--- src/rtl/data_memory_arbiter.sv ---
// data_memory_arbiter: two-port arbiter and access sequencer in front of the
// single-port data_memory. Port 0 is the core load/store unit, port 1 is the
// debug/DMA port. One memory access is in flight at a time.
// Optional feature: define DATA_MEM_ARB_RR_EN for round-robin tie breaking;
// otherwise port 0 wins ties (fixed priority).
module data_memory_arbiter #(
   parameter int W = 32,
   parameter int N = 5
) (
   input  logic         clk,
   input  logic         rst,
   input  logic         p0_req,
   input  logic         p0_we,
   input  logic [N-1:0] p0_addr,
   input  logic [W-1:0] p0_wdata,
   input  logic         p1_req,
   input  logic         p1_we,
   input  logic [N-1:0] p1_addr,
   input  logic [W-1:0] p1_wdata,
   output logic         p0_gnt,
   output logic         p1_gnt,
   output logic         p0_done,
   output logic         p1_done,
   output logic [W-1:0] rdata,
   output logic         busy,
   output logic [N-1:0] address,
   output logic [W-1:0] write_data,
   output logic         MemWrite,
   output logic         MemRead,
   input  logic [W-1:0] read_data
);

   typedef enum logic [1:0] {
      IDLE   = 2'd0,
      ISSUE  = 2'd1,
      RDWAIT = 2'd2,
      DONE   = 2'd3
   } state_t;

   state_t state;
   logic   lat_we;
   logic   win;
   logic   sel;

`ifdef DATA_MEM_ARB_RR_EN
   // Index of the most recently granted port; a tie goes to the other one.
   logic   last_port;
`endif

   // Pick the winning port from the current requests.
   always_comb begin
      sel = 1'b0;
      if (p1_req && !p0_req) begin
         sel = 1'b1;
      end else if (p0_req && p1_req) begin
`ifdef DATA_MEM_ARB_RR_EN
         sel = ~last_port;
`else
         sel = 1'b0;
`endif
      end
   end

   // Memory strobes last exactly the ISSUE cycle and are suppressed while
   // reset is asserted, so a write caught by reset is never committed.
   assign MemWrite = rst & (state == ISSUE) &  lat_we;
   assign MemRead  = rst & (state == ISSUE) & ~lat_we;

   // Sequencer: latch the winning command, issue it, collect read data, signal completion.
   always_ff @(posedge clk) begin
      if (!rst) begin
         state      <= IDLE;
         lat_we     <= 1'b0;
         win        <= 1'b0;
         address    <= '0;
         write_data <= '0;
         rdata      <= '0;
         busy       <= 1'b0;
         p0_gnt     <= 1'b0;
         p1_gnt     <= 1'b0;
         p0_done    <= 1'b0;
         p1_done    <= 1'b0;
`ifdef DATA_MEM_ARB_RR_EN
         last_port  <= 1'b1;
`endif
      end else begin
         p0_gnt  <= 1'b0;
         p1_gnt  <= 1'b0;
         p0_done <= 1'b0;
         p1_done <= 1'b0;
         case (state)
            IDLE: begin
               if (p0_req || p1_req) begin
                  win        <= sel;
                  lat_we     <= sel ? p1_we    : p0_we;
                  address    <= sel ? p1_addr  : p0_addr;
                  write_data <= sel ? p1_wdata : p0_wdata;
                  p0_gnt     <= ~sel;
                  p1_gnt     <= sel;
                  busy       <= 1'b1;
                  state      <= ISSUE;
`ifdef DATA_MEM_ARB_RR_EN
                  last_port  <= sel;
`endif
               end
            end
            ISSUE: begin
               if (lat_we) begin
                  p0_done <= ~win;
                  p1_done <= win;
                  state   <= DONE;
               end else begin
                  state   <= RDWAIT;
               end
            end
            RDWAIT: begin
               rdata   <= read_data;
               p0_done <= ~win;
               p1_done <= win;
               state   <= DONE;
            end
            DONE: begin
               busy  <= 1'b0;
               state <= IDLE;
            end
            default: begin
               busy  <= 1'b0;
               state <= IDLE;
            end
         endcase
      end
   end

endmodule

--- config.mk ---
export PLATFORM = sky130hd
export DESIGN_NAME = data_memory_arbiter
export DESIGN_NICKNAME = d
export VERILOG_FILES = /design/src/rtl/data_memory_arbiter.sv
export SDC_FILE = /design/constraint.sdc
export NUM_CORES = 1
export LEC_CHECK = 0
export ABC_AREA = 1
export CORE_ASPECT_RATIO = 1.2
export CORE_MARGIN = 3
export CORE_UTILIZATION = 39
export DETAILED_ROUTE_END_ITERATION = 6
export PLACE_DENSITY = 0.87
export SLEW_MARGIN = 20
export SYNTH_ARGS = -nofsm -noshare
export SYNTH_HDL_FRONTEND = slang
export SYNTH_SLANG_ARGS = --single-unit
--- constraint.sdc ---
create_clock -name clk -period 1.6 [get_ports clk]
set_clock_uncertainty 0.1 [all_clocks]
set_input_delay 0.32 -clock clk [delete_from_list [all_inputs] [get_ports clk]]
set_output_delay 0.32 -clock clk [all_outputs]
set_load 0.02 [all_outputs]
==> impl_metrics.ini, run 1 <==
[status]
outcome = complete, but fails checks
failed_checks = negative setup slack

[worst_setup_path]
critPathMaxFanout = 2
path_class = flop to output port
setup.worst_path.end_class = output port
regToRegStartpoint = state[0]$_SDFFE_PN0P_
required_ps = 1180
r2r_cells = 9
startpoint_type = flop
r2r_slack_ps = 0
r2r_end = write_data[25]$_SDFFE_PN0P_
worstPathArrival_ps = 1200

[synthesis]
ys_seq_elements = 78
synth_compound_area_frac = 0.110
syn_avg_cell_area_um2 = 6.62
synthCells = 513
synth_simple_gate_area_share = 0.315
synthAdderAreaFrac = 0.0221
synth.largest_area_cell = dfxtp_1
yosys-top-cells-area = dfxtp_1 46%, nor2_1 20%, o21ai_0 10%
synth_top_family_by_area = simple AND/OR/NAND/NOR gates
ys_seq_area_frac = 0.460
syn-cell-area_um2 = 3400
ys_types = 17
synthMuxAreaShare = 0
synthXorXnorAreaFrac = 0
synth_nets = 631
synth_top_area_frac = 0.460
ys_warn_count = 0

[place]
dp_hpwl_um = 7750
dpl.cell_count = 802
place_ws_ps = -170
placed_area_um2 = 5460
port_buffers = 187
place_congestion = 0.794

[finish]
nNetsFinal = 828
drive_above_1_share = 0.0923
finish.instance_area_um2 = 5870
instances_no_fill = 829
area_growth_syn_to_layout_pct = 72.8
antenna_cells = 0
fin_util = 0.708
num-fill-cells = 704

[route]
drc = 0
drtIter0Drc = 171
first_pass_iters = 4
wl_met1_um = 4270
routedWlPerCell_um = 13.5
top_layer_used = met4
routed_via_density = 4.67
num_vias = 3869
drt_wl_total_um = 11200
wl_met3_um = 446
met2_length_um = 6100
postRouteAntennaNets = 0

[min_path]
min_path_type = primary input to flop
hold_start = rst
min_path_cells = 4
holdPathEnd = state[0]$_SDFFE_PN0P_

[floorplan]
num_rows = 36
initial_core_util = 0.410
core_area_um2 = 8290
dieArea_um2 = 9870
io_pins = 188
fp.dieW_um = 91.2
chipHeight_um = 108

[clocking]
clock-root-buffer = clkbuf_8
cts_tree = yes
cts.path.max_buffers = 2
cts_buffers = 9
path_clk_slew_ps = 80
clock_latency_ps = 330
hold_buffers = 0
h-tree-depth = 3
clock_sinks = 78

[run]
drv_cap = 0

[timing]
fin_crit_ps = 1620
relSlewSlack = 0.554
fin_crit_sh = 1.01
fmax_ghz = 0.617
hold_viol_final = 0
tightestPinTransition_ps = 669
slew_viol_final = 0
rsz0062_at_grt = true
setup_viol = 4
fin_ws_ps = -20.6

[pwr]
p_leak_nw = 2.94
p_per_area_nw_per_um2 = 1600
ir_drop_mv = 0.760

[global_routing]
grt_start_max_net_pins = 75
antenna_found_initial = 0
grt_pass1_wl_um = 17100
grt_pass1_vias = 3730
grt_overflow = 0
grt_usage = 0.213
==> cell type report <==
class	instances	area [µm²]	area share
Sequential cell	78	1560	0.266
Clock inverter	7	56.3	0.00959
Inverter	45	176	0.0301
Multi-Input combinational cell	360	1570	0.267
Tap cell	114	143	0.0243
Timing Repair Buffer	216	2240	0.381
Clock buffer	9	124	0.0211
==> metal layers <==
metal | GRT usage | up-vias
li1 | - | 1954
met1 | 0.226 | 1763
met2 | 0.412 | 124
met3 | 0.0299 | 28
met4 | 0.100 | 0
met5 | 0 | -
==> cells by family (layout without fill, tap and decap cells) <==
group                    Yosys count  in the layout
flip-flops                        78             78
buffers and inverters             75            277
AND/OR/NAND/NOR                  280            280
AO/OA/AOI/OAI                     74             74
adder cells (fa/ha/maj)            6              6
==> cell usage in the layout (no fill, tap or decap), types with 4 or more instances in the layout <==
cell	instances
clkdlybuf4s50_1	110
dlygate4sd2_1	74
o21ai_1	10
clkbuf_16	4
clkbuf_8	9
nand2_1	88
inv_1	41
nor2_1	182
dfxtp_1	76
buf_4	14
o21ai_0	58
buf_12	7
==> synth_stat cells <==
cell / number
nor2_4: 1
nor4_1: 1
nand3_1: 3
buf_4: 4
a21oi_1: 2
nand2_1: 89
dfxtp_1: 78
inv_1: 45
ha_1: 6
clkbuf_1: 15
nor2_1: 184
buf_2: 10
nor2_2: 2
o21ai_1: 2
o21ai_0: 69
o21bai_1: 1
buf_6: 1
==> critical path, cell delays in order (launching register included) <==
cell and delay [ps]:
dfxtp_2 330, buf_4 130, ha_4 150, nand2_1 60, nor2_1 40, buf_4 160
==> sequential cells by signal, indices dropped and copies added, names as in the netlist <==
| name | flops |
|---|---|
| lat_we | 1 |
| win | 1 |
| busy | 1 |
| p1_done | 1 |
| p1_gnt | 1 |
| p0_done | 1 |
| rdata | 32 |
| address | 5 |
| p0_gnt | 1 |
| write_data | 32 |
| state | 2 |
==> worst max path at each step <==
stage / start / end / slack [ps] / depth (start not counted)
2_1_floorplan: state[0]$_SDFFE_PN0P_ / lat_we$_SDFFE_PN0P_ / 90 / 8
3_3_place_gp: p0_req / lat_we$_SDFFE_PN0P_ / -140 / 7
3_5_place_dp: p0_req / lat_we$_SDFFE_PN0P_ / -170 / 7
4_1_cts: state[0]$_SDFFE_PN0P_ / MemRead / -40 / 5
5_1_grt: state[0]$_SDFFE_PN0P_ / write_data[21]$_SDFFE_PN0P_ / -70 / 9
6_report: state[0]$_SDFFE_PN0P_ / MemRead / -20 / 5
==> where the power goes <==
group          total (mW)  leakage [nW]  switching [mW]  internal (mW)
Clock                1.34        0.0838           0.763          0.579
Sequential           2.92         0.643           0.297           2.62
Combinational        5.12          2.21            2.75           2.37
Total                9.38          2.94            3.81           5.58
==> through the flow <==
stage / power (mW) / TNS, ps / hold WS (ps)
final: 9.38 / -42.9 / 298
after global routing: 10.0 / -1930 / 315
after floorplan: 5.33 / 0 / 290
after global placement: 7.35 / -3720 / 297
after CTS: 9.04 / -81.0 / 260
after detailed placement: 7.51 / -5370 / 307
==> what timing repair did <==
action | 4_1_cts | 5_1_grt
resized for setup | 107 | 15
setup endpoints to repair | 105 | 73
pin swaps | 8 | 6
gates cloned | 3 | 5
buffers inserted | 3 | 0
Power figures use the tool's default switching activity.
==> inputs of run 2 (changes only) <==
--- a/config.mk
+++ b/config.mk
@@ -9,3 +9,3 @@
 export CORE_ASPECT_RATIO = 1.2
-export CORE_MARGIN = 3
+export CORE_MARGIN = 2
 export CORE_UTILIZATION = 39
--- a/constraint.sdc
+++ b/constraint.sdc
@@ -4,2 +4,2 @@
 set_output_delay 0.32 -clock clk [all_outputs]
-set_load 0.02 [all_outputs]
+set_load 0.01 [all_outputs]
==> run 2 against run 1 <==
The flow now finishes without violations; non-clock buffer count shrank 5; critical path depth unchanged; worst setup slack gained 26 ps; sequential power up 1%; die area is 4.0% lower; final area shrank 2.5%; utilization fell by 3.7 points; hold slack got worse by 31 ps; count of clock-buffer cells in the layout up 1; cell count decreased by 0.36%; wire length shrank 2.4%; critical path type unchanged; highest routed layer unchanged.
==> impl_metrics.ini, run 2 (synthesis gave the netlist of run 1 again) <==
[timing]
tightestPinTransition_ps = 428
fin_crit_ps = 1590
fin_ws_ps = 5.05
slew_viol_final = 0
relSlewSlack = 0.715
setup_viol = 0
rsz0062_at_grt = true
fmax_ghz = 0.627
hold_viol_final = 0
fin_crit_sh = 0.997

[finish]
regArea_um2 = 1570
multi_input_area_um2 = 1560
area_growth_syn_to_layout_pct = 68.5
num-fill-cells = 734
drive_above_1_share = 0.0804
final_cell_mix = 182 x nor2_1, 110 x clkdlybuf4s50_1, 88 x nand2_1
nNetsFinal = 823
antenna_cells = 0
reg_top3 = rdata x32, write_data x32, address x5
mostFrequentLayoutCell = nor2_1

[route]
routedWlPerCell_um = 13.2
routed_via_density = 4.59
drc = 0
num_vias = 3790
drtIter0Drc = 162
postRouteAntennaNets = 0
drt_wl_total_um = 10900
first_pass_iters = 4

[worst_setup_path]
crit_slowest_cell = dfxtp_2
worst_path_largest_cell_delay_ps = 330
cp_top_family = flip-flops
startpoint_type = flop
cp_cell_sequence = inv_2, ha_4, nand2_2, nor2_1, buf_2
setup.worst_path.end_class = output port
crit_buf_inv = 2
critPathMaxFanout = 2
path_class = flop to output port
required_ps = 1180
worstPathArrival_ps = 1170

[floorplan]
num_rows = 37
io_pins = 188
initial_core_util = 0.399
chipHeight_um = 106
fp.dieW_um = 89.2
dieArea_um2 = 9470
core_area_um2 = 8520

[pwr]
p_comb_frac = 0.507
p_per_area_nw_per_um2 = 1480
p_seq_frac = 0.349
p_clk_frac = 0.145
power_mw = 8.48
internal-power_mw = 5.29
p_leak_nw = 2.87
swShare = 0.376
switching_power_mw = 3.19
ir_drop_mv = 0.983

[global_routing]
grt_usage = 0.221
antenna_found_initial = 0
grt_start_max_net_pins = 60
grt_overflow = 0
grt_pass1_wl_um = 16600
grt_pass1_vias = 3615

[place]
place_ws_ps = -178
dp_hpwl_um = 7570
place_congestion = 0.805
port_buffers = 187

[clocking]
path_clk_slew_ps = 70
h-tree-depth = 3
cts_tree = yes
hold_buffers = 0
clock-root-buffer = clkbuf_8
cts.path.max_buffers = 2
cts_buffers = 9
clock_latency_ps = 330
clock_sinks = 78

[status]
outcome = complete, no violations

[run]
drv_cap = 0

[min_path]
min_path_type = primary input to flop
run 2: changes by cell type in the layout (fill, tap and decap cells not counted), sizes merged:
| cell | change |
|---|---|
| buf | -2 |
| inv | -2 |
| clkinvlp | -2 |
| bufbuf | -1 |
| clkinv | +2 |
| clkbuf | -1 |
run 2: worst min-delay path: cells and delay by family:
| family | cells | cell delay, ps |
|---|---|---|
| compound gates | 1 | 40 |
| buf+inv | 3 | 310 |
run 2: area by class of cell:
type,count,area share
Sequential cell,78,0.274
Clock buffer,10,0.0223
Clock inverter,5,0.00481
Tap cell,117,0.0256
Multi-Input combinational cell,360,0.273
Timing Repair Buffer,211,0.370
Inverter,45,0.0308
run 2: power groups by stage:
| stage | logic (mW) | registers, mW | clock network (mW) |
|---|---|---|---|
| 2_1_floorplan | 1.58 | 3.27 | 0 |
| 3_3_place_gp | 3.86 | 2.94 | 0 |
| 3_5_place_dp | 4.00 | 2.99 | 0 |
| 4_1_cts | 3.96 | 2.94 | 1.27 |
| 5_1_grt | 4.71 | 3.04 | 1.35 |
| 6_report | 4.30 | 2.96 | 1.23 |
run 2: routing by layer:
layer | vias up | GRT usage | share of wire
met5 | - | 0 | 0
met3 | 34 | 0.0342 | 0.054
met4 | 0 | 0.112 | 0.039
met2 | 134 | 0.397 | 0.52
li1 | 1938 | - | -
met1 | 1684 | 0.244 | 0.39
run 2: worst paths after layout:
path / from / end / slack [ps] / cells after the start
hold reg to reg: win$_SDFFE_PN0P_ / p0_done$_SDFF_PN0_ / 330 / 1
setup / recovery: state[1]$_SDFFE_PN0P_ / MemWrite / 5 / 5
setup reg to reg: state[0]$_SDFFE_PN0P_ / write_data[14]$_SDFFE_PN0P_ / 50 / 10
hold / removal: rst / state[0]$_SDFFE_PN0P_ / 270 / 4
run 2: through the flow:
| stage | hold WS [ps] | setup TNS, ps | utilization | cells | area, µm² |
|---|---|---|---|---|---|
| 6_report | 267 | 0 | 0.672 | 826 | 5720 |
| 4_1_cts | 244 | -48.3 | 0.658 | 825 | 5600 |
| 3_3_place_gp | 299 | -3940 | 0.638 | 804 | 5430 |
| 3_5_place_dp | 325 | -5240 | 0.638 | 804 | 5430 |
| 2_1_floorplan | 290 | 0 | - | 513 | 3400 |
| 5_1_grt | 281 | -196 | 0.672 | 826 | 5720 |
run 2: what timing repair did:
action                                  CTS  global route
pin swaps                                 2             4
gates resized for setup                  96            47
setup buffers                             4             1
endpoints found under the setup margin  112            69
gates cloned                              2             2
endpoints found under the hold margin     0             0
